==> src/rtl/vga_scan_gen.sv <==
// VGA raster timing generator with sync/blank re-alignment to a delayed colour stage.
// Optional define VGA_BORDER_TEST_EN forces a white frame around the active area.
module vga_scan_gen #(
   parameter int unsigned CLK_DIV  = 4,
   parameter int unsigned H_ACTIVE = 640,
   parameter int unsigned H_FP     = 16,
   parameter int unsigned H_SYNC   = 96,
   parameter int unsigned H_BP     = 48,
   parameter int unsigned V_ACTIVE = 480,
   parameter int unsigned V_FP     = 10,
   parameter int unsigned V_SYNC   = 2,
   parameter int unsigned V_BP     = 33,
   parameter int unsigned PIPE_LAT = 2,
   parameter bit          SYNC_POL = 1'b0
) (
   input  logic       clk,
   input  logic       RSTN,
   input  logic       r_in,
   input  logic       g_in,
   input  logic       b_in,
   output logic [9:0] pixel_x,
   output logic [9:0] pixel_y,
   output logic       pixel_tick,
   output logic       frame_start,
   output logic       r,
   output logic       g,
   output logic       b,
   output logic       hsync,
   output logic       vsync
);

   localparam int unsigned CNT_W    = 10;
   localparam int unsigned DIV_W    = (CLK_DIV > 1) ? $clog2(CLK_DIV) : 1;
   localparam int unsigned H_TOTAL  = H_ACTIVE + H_FP + H_SYNC + H_BP;
   localparam int unsigned V_TOTAL  = V_ACTIVE + V_FP + V_SYNC + V_BP;
   localparam int unsigned HS_START = H_ACTIVE + H_FP;
   localparam int unsigned HS_END   = HS_START + H_SYNC - 1;
   localparam int unsigned VS_START = V_ACTIVE + V_FP;
   localparam int unsigned VS_END   = VS_START + V_SYNC - 1;

   localparam int unsigned A_HS  = 0;
   localparam int unsigned A_VS  = 1;
   localparam int unsigned A_VID = 2;
`ifdef VGA_BORDER_TEST_EN
   localparam int unsigned A_BRD  = 3;
   localparam int unsigned ATTR_W = 4;
`else
   localparam int unsigned ATTR_W = 3;
`endif

   logic [DIV_W-1:0]  div_cnt;
   logic              div_wrap;
   logic [CNT_W-1:0]  h_cnt;
   logic [CNT_W-1:0]  v_cnt;
   logic              h_last;
   logic              v_last;
   logic [ATTR_W-1:0] attr_raw;
   logic [ATTR_W-1:0] attr_dly;
   logic [2:0]        rgb_nxt;

   assign div_wrap = (div_cnt == DIV_W'(CLK_DIV - 1));
   assign h_last   = (h_cnt == CNT_W'(H_TOTAL - 1));
   assign v_last   = (v_cnt == CNT_W'(V_TOTAL - 1));
   assign pixel_x  = h_cnt;
   assign pixel_y  = v_cnt;

   // Pixel enable: registered so it is low in reset and first fires CLK_DIV clks after release.
   always_ff @(posedge clk or negedge RSTN) begin
      if (!RSTN) begin
         div_cnt    <= '0;
         pixel_tick <= 1'b0;
      end else begin
         div_cnt    <= div_wrap ? '0 : div_cnt + DIV_W'(1);
         pixel_tick <= div_wrap;
      end
   end

   // Raster counters; frame_start marks the cycle the counters land on (0,0).
   always_ff @(posedge clk or negedge RSTN) begin
      if (!RSTN) begin
         h_cnt       <= '0;
         v_cnt       <= '0;
         frame_start <= 1'b0;
      end else begin
         frame_start <= pixel_tick && h_last && v_last;
         if (pixel_tick) begin
            if (h_last) begin
               h_cnt <= '0;
               v_cnt <= v_last ? '0 : v_cnt + CNT_W'(1);
            end else begin
               h_cnt <= h_cnt + CNT_W'(1);
            end
         end
      end
   end

   // Active-high attributes of the current counter position.
   always_comb begin
      attr_raw        = '0;
      attr_raw[A_HS]  = (h_cnt >= CNT_W'(HS_START)) && (h_cnt <= CNT_W'(HS_END));
      attr_raw[A_VS]  = (v_cnt >= CNT_W'(VS_START)) && (v_cnt <= CNT_W'(VS_END));
      attr_raw[A_VID] = (h_cnt < CNT_W'(H_ACTIVE)) && (v_cnt < CNT_W'(V_ACTIVE));
`ifdef VGA_BORDER_TEST_EN
      attr_raw[A_BRD] = attr_raw[A_VID] &&
                        ((h_cnt == '0) || (h_cnt == CNT_W'(H_ACTIVE - 1)) ||
                         (v_cnt == '0) || (v_cnt == CNT_W'(V_ACTIVE - 1)));
`endif
   end

   // Delay attributes to line up with the colour returned by the RAM stage.
   if (PIPE_LAT == 0) begin : g_nopipe
      assign attr_dly = attr_raw;
   end else begin : g_pipe
      logic [PIPE_LAT-1:0][ATTR_W-1:0] stage;

      always_ff @(posedge clk or negedge RSTN) begin
         if (!RSTN) begin
            stage <= '0;
         end else if (pixel_tick) begin
            stage[0] <= attr_raw;
            for (int i = 1; i < int'(PIPE_LAT); i++) begin
               stage[i] <= stage[i-1];
            end
         end
      end

      assign attr_dly = stage[PIPE_LAT-1];
   end

   always_comb begin
      rgb_nxt = 3'b000;
      if (attr_dly[A_VID]) begin
         rgb_nxt = {r_in, g_in, b_in};
      end
`ifdef VGA_BORDER_TEST_EN
      if (attr_dly[A_BRD]) begin
         rgb_nxt = 3'b111;
      end
`endif
   end

   // Pin register: reset drives syncs to their inactive level so no partial pulse survives.
   always_ff @(posedge clk or negedge RSTN) begin
      if (!RSTN) begin
         r     <= 1'b0;
         g     <= 1'b0;
         b     <= 1'b0;
         hsync <= ~SYNC_POL;
         vsync <= ~SYNC_POL;
      end else if (pixel_tick) begin
         {r, g, b} <= rgb_nxt;
         hsync     <= attr_dly[A_HS] ? SYNC_POL : ~SYNC_POL;
         vsync     <= attr_dly[A_VS] ? SYNC_POL : ~SYNC_POL;
      end
   end

endmodule

==> config.mk <==
export PLATFORM = sky130hd
export DESIGN_NAME = vga_scan_gen
export DESIGN_NICKNAME = d
export VERILOG_FILES = /design/src/rtl/vga_scan_gen.sv
export SDC_FILE = /design/constraint.sdc
export NUM_CORES = 1
export LEC_CHECK = 0
export BUFFER_PORTS_ARGS = -buffer_cell sky130_fd_sc_hd__buf_2
export CORE_MARGIN = 3
export CORE_UTILIZATION = 32
export DETAILED_ROUTE_END_ITERATION = 10
export PLACE_DENSITY_LB_ADDON = 0.15
export SLEW_MARGIN = 20
export SYNTH_ARGS = -nofsm -noshare
export SYNTH_HDL_FRONTEND = slang
export SYNTH_SLANG_ARGS = --single-unit
==> constraint.sdc <==
create_clock -name clk -period 4.51 [get_ports clk]
set_input_delay 0.451 -clock clk [delete_from_list [all_inputs] [get_ports clk]]
set_output_delay 0.451 -clock clk [all_outputs]
set_load 0.05 [all_outputs]
==> metrics, run 1 <==
Clk Latency, worst-skew pair=0.28 ns; initial antenna violation count=0; fin area=1958 sq um; syn avg cell area=10.62 sq um; Resized Gates After CTS=0; number of I/O port buffers=31; minimum clock period=2.370 ns; top_reg_cell synth=dfrtp_1; Mapped Area=1647 sq um; setup ws final=2.140 ns; crit path buf inv count=0; Post-synth top cells=dfrtp_1 (33), inv_1 (13), nand3_1 (12), nor2_1 (11), o21ai_0 (11); DRC Markers=0; FF-to-FF setup slack=2.14 ns; Layout area overhead=18.92%; leakage power=0.0009260 uW; Yosys warning count=0; fin crit share=52.55%; most frequent cell after synthesis=dfrtp_1; Unique masters post-synth=34; Clock Skew=0.006256 ns; Cell Chain, Critical Path=nand4_4, or3_1, or4_4, a21oi_2; Hold/Removal Path Class=input pin to asynchronous set/reset pin; FP Rows=25; pre-CTS setup slack=2.149 ns; Worst Tran Pin Value=0.8439 ns; largest net degree at the start of global routing=36; total design power=553.3 uW; chip height=77.73 microns; ant diodes=0; area post-placement=1869 sq um; worst-path fanout max=24; Crit-path slowest cell=dfrtp_1; H-tree levels=2; clock buffer depth=2; clock root buffer=clkbuf_8; routed vias=1263; Max-Slew Margin vs Limit=43.31%; vias per cell=4.914; hold buffers post-CTS=0; initial core utilization=33.96%; CTS tree=yes; Power Density=282.6 nW/um^2; core area=4848 sq um; number of synthesized flops with an enable pin=0; Num CTS Buffers=5; Synth Instances=155; Worst R2R Start=pixel_tick; number of synthesized register bits=35; Post-CTS Setup Bufs=0; Worst path max stage delay=0.85 ns; Net Count, Synth=166; Crit Reg-Reg Endpoint=pixel_y[9]; clk sinks=35; final setup fails=0; Fin Setup TNS=0 ns; fraction of layout cells with a size suffix above 1=25.79%; die footprint=6042 sq um; Critical Path End Type=flop; Post-synth ARST share=100.0%; Routed WL=3492 microns; Total Nets Final=200; family with the most delay on the worst path=simple AND/OR/NAND/NOR gates; Pre-Repair DR Iteration Count=4; HPWL after detailed placement=2497 microns; cell taking the most area after synthesis=dfrtp_1; RSZ-0062 raised after global routing=false; CP required=4.73 ns; Area contributors post-synth=dfrtp_1 (50%), ha_1 (4.6%), xnor2_1 (4.3%); area share of the largest cell type after synthesis=50.15%; Die X=77.73 microns; Max Slew Vio Count=0; maxcap violations=0; final hold violation count=0; ANT nets after route=0; placer congestion estimate=0.8123; peak supply drop=0.0001142 V; CP Class=flop to flop; status=finished clean; Tot GR Track Use=12.24%; total grt overflow=0; global-route wire length before repair=5899 microns; Worst Reg2Reg Path Length in Cells=4; I/O pin count=32; Avg WL per Cell=13.59 microns; vias in the first global route=1199; sequential area share after synthesis=53.34%; fmax=0.4219 GHz; CTS clock-pin slew for the worst setup and hold paths=0.07 ns; startpoint types=flop; Worst EP arrival=2.59 ns; Iter 0 DRT Violations=103
-- metal layers --
layer	track usage (%)	routed length [microns]	part of all wire [%]
met2	20.29	1678	48
met3	3.712	203	5.8
met5	0	0	0
met1	15.01	1569	45
met4	4.270	41	1.2
-- metrics by stage --
stage / hold WS, ns / util (%) / instances
floorplan: 0.1554 / - / 155
global placement: 0.3975 / 38.55 / 249
detailed placement: 0.4152 / 38.55 / 249
CTS: 0.2722 / 40.39 / 257
global route: 0.3011 / 40.39 / 257
finish: 0.2427 / 40.39 / 257
-- area by class of cell --
cell class | count | area (sq um)
clock inverters | 3 | 20.02
multi-input cells | 103 | 703.2
clock buffers | 5 | 68.82
well taps | 67 | 83.83
inverters | 13 | 48.80
repair buffers | 31 | 155.1
fillers | 488 | 2890
flip-flops and latches | 35 | 878.3
-- sequential cells by signal (all words and copies together), names as in the netlist --
register / flops
g: 1
pixel_y: 10
g_pipe.stage: 3
attr_dly: 3
hsync: 1
frame_start: 1
r: 1
div_cnt: 2
vsync: 1
pixel_x: 10
b: 1
pixel_tick: 1
-- report_power, final --
group	switching (uW)	leakage [uW]	internal (uW)
sequential	0.583	0.000450	315
combinational	12.4	0.000435	2.59
clock	115	0.0000402	107
-- how the worst max path moves through the flow --
stage	endpoint	slack (ns)	cells after the start	start
2_1_floorplan	pixel_y[9]	2.18	6	pixel_x[1]
3_3_place_gp	pixel_y[9]	2.20	4	pixel_tick
3_5_place_dp	pixel_y[9]	2.15	4	pixel_tick
4_1_cts	pixel_y[9]	2.13	4	pixel_tick
5_1_grt	pixel_y[9]	1.98	4	pixel_tick
6_report	pixel_y[9]	2.14	4	pixel_tick
-- cells by family after synthesis --
| logic type | share of synthesized area (%) |
|---|---|
| DFF | 53.34 |
| AOI/OAI and AO/OA | 6.535 |
| xor gates and xnor gates | 6.915 |
| adders and majority gates | 4.559 |
| and+or+nand+nor | 20.75 |
| muxes | 3.951 |
| buffers and inverters | 3.951 |
-- placed cells by master (no fill, tap or decap), types with 6 or more instances in the layout --
master / synthesis / final
nand3_1: 12 / 12
nand2_1: 9 / 9
ha_1: 6 / 6
buf_2: 1 / 31
inv_1: 13 / 13
nor2_1: 11 / 11
xnor2_1: 8 / 8
o21ai_0: 11 / 11
dfrtp_1: 33 / 33
Power figures use the tool's default switching activity.
==> run 2: changes to the inputs <==
==> constraint.sdc (replaced) <==
create_clock -name clk -period 2.4 [get_ports clk]
set_input_delay 0.24 -clock clk [delete_from_list [all_inputs] [get_ports clk]]
set_output_delay 0.24 -clock clk [all_outputs]
set_load 0.05 [all_outputs]
==> run 2 against run 1 <==
Clock skew is 0.00088 ns higher. Combinational power up 89%. Design area rose by 0.77%. Core utilization is 0.31 points higher. Via count grew 1.1%. Maximum frequency up 15%. Critical path type unchanged. Largest power group unchanged.
==> metrics, run 2 (synthesis results as in run 1) <==
multi-input combinational cell area=703.2 sq um (unchanged); die footprint=6042 sq um (unchanged); met2 Use GR=21.83% (+1.5 points); HPWL after detailed placement=2563 microns (+2.6%); Die X=77.73 microns (unchanged); Routed WL=3551 microns (+1.7%); placed insts=251 (+0.80%); largest net degree at the start of global routing=36 (unchanged); routed vias=1277 (+1.1%); CP Class=flop to flop; clock buffer depth=2 (unchanged); I/O pin count=32 (unchanged); family with the most delay on the worst path=simple AND/OR/NAND/NOR gates; fraction of layout cells with a size suffix above 1=26.56% (+0.77 points); ANT nets after route=0 (unchanged); Resized Gates After CTS=0 (unchanged); fmax=0.4840 GHz (+15%); chip height=77.73 microns (unchanged); CTS clock-pin slew for the worst setup and hold paths=0.08 ns (about the same); Num CTS Buffers=5 (unchanged); vias per cell=4.931 (+0.33%); Iter 0 DRT Violations=92 (-11%); Pre-Repair DR Iteration Count=4 (unchanged); Worst path max stage delay=0.55 ns (-0.30 ns); met3 Use GR=3.248% (-0.46 points); worst-path fanout max=8 (-67%); final hold violation count=0 (unchanged); Max-Slew Margin vs Limit=47.60% (+4.3 points); clock root buffer=clkbuf_8; fill cell count=476 (-2.5%); Layout area overhead=19.83%; Worst EP arrival=2.28 ns (-0.31 ns); Post-CTS Setup Bufs=0 (unchanged); Critical Path End Type=flop; H-tree levels=2 (unchanged); total design power=1051 uW (+90%); RSZ-0062 raised after global routing=false; Crit-path slowest cell=or4_4; most frequent cells in the layout=dfrtp_1 (33), buf_2 (31), inv_1 (13); vias in the first global route=1275 (+6.3%); Reg area=878.3 sq um (unchanged); gr busiest metal=met2; peak supply drop=0.0002443 V (+110%); Fin Setup TNS=0 ns (unchanged); minimum clock period=2.066 ns (-0.3042 ns); Max Slew Vio Count=0 (unchanged); leakage power=0.0009369 uW (+1.2%); status=finished clean; Layout Utilization=40.70% (+0.31 points); initial antenna violation count=0 (unchanged); number of I/O port buffers=31 (unchanged); commonest non-fill, non-tap cell in the layout=dfrtp_1; Total Nets Final=202 (+1.0%); Worst Tran Pin Value=0.7860 ns (-0.05782 ns); Clock Skew=0.007139 ns (+0.0008828 ns); crit path buf inv count=0 (unchanged); Non-Filler Instances=259 (+0.78%); final setup fails=0 (unchanged); initial core utilization=33.96% (unchanged); startpoint types=flop; GR met1 Demand/Resource=15.68% (+0.67 points); maxcap violations=0 (unchanged); FP Rows=25 (unchanged); Cell Chain, Critical Path=ha_1, nand4_4, or3_1, or4_4, a21oi_2; CTS tree=yes; Hold/Removal Path Class=input pin to asynchronous set/reset pin; core area=4848 sq um (unchanged); total grt overflow=0 (unchanged); hold buffers post-CTS=0 (unchanged); ant diodes=0 (unchanged); placer congestion estimate=0.8195 (+0.89%); fin crit share=86.08% (+34 points); Power Density=532.8 nW/um^2 (+89%); Clk Latency, worst-skew pair=0.29 ns (about the same); clk sinks=35 (unchanged); global-route wire length before repair=6127 microns (+3.9%); Tot GR Track Use=12.80% (+0.56 points); DRC Markers=0 (unchanged); CP required=2.62 ns (-2.11 ns); Avg WL per Cell=13.71 microns (+0.90%)
==> run 2: area by class of cell <==
class,instances,share of cell area (%)
inverters,13,2.473
multi-input cells,103,35.64
flip-flops and latches,35,44.51
clock buffers,5,3.488
repair buffers,33,8.624
well taps,67,4.249
clock inverters,3,1.015
==> run 2: where the power goes <==
group | internal [uW] | leakage [uW] | switching (uW)
Sequential | 592 | 0.000450 | 1.18
Combinational | 4.86 | 0.000446 | 23.2
Clock | 202 | 0.0000402 | 228
==> run 2: through the flow <==
| step | setup slack [ns] | hold slack (ns) | instance area [sq um] |
|---|---|---|---|
| after CTS | 0.3287 | 0.05822 | 1973 |
| after global routing | 0.2171 | 0.09116 | 1973 |
| after detailed placement | 0.3528 | 0.3718 | 1884 |
| final | 0.3340 | 0.02661 | 1973 |
| after global placement | 0.4091 | 0.3753 | 1884 |
| after floorplan | 0.07079 | -0.05559 | 1647 |
==> run 2: layer usage <==
layer,vias up,wire length (microns),part of all wire [%]
met3,4,160,4.5
met5,-,0,0
met2,28,1795,51
li1,613,-,-
met1,632,1565,44
met4,0,29,0.82
==> run 2: final timing paths <==
path                            slack [ns]  cells after the start   startpoint    endpoint
worst max-delay path                  0.33                      5   pixel_x[1]  pixel_y[9]
worst min-delay path                  0.03                      1         RSTN  pixel_x[5]
worst max register to register        0.33                      5   pixel_x[1]  pixel_y[9]
worst min register to register        0.42                      1  attr_dly[1]       vsync
max in group asynchronous             1.87                      1         RSTN  pixel_y[7]
min in group clk                      0.19                      3         r_in           r
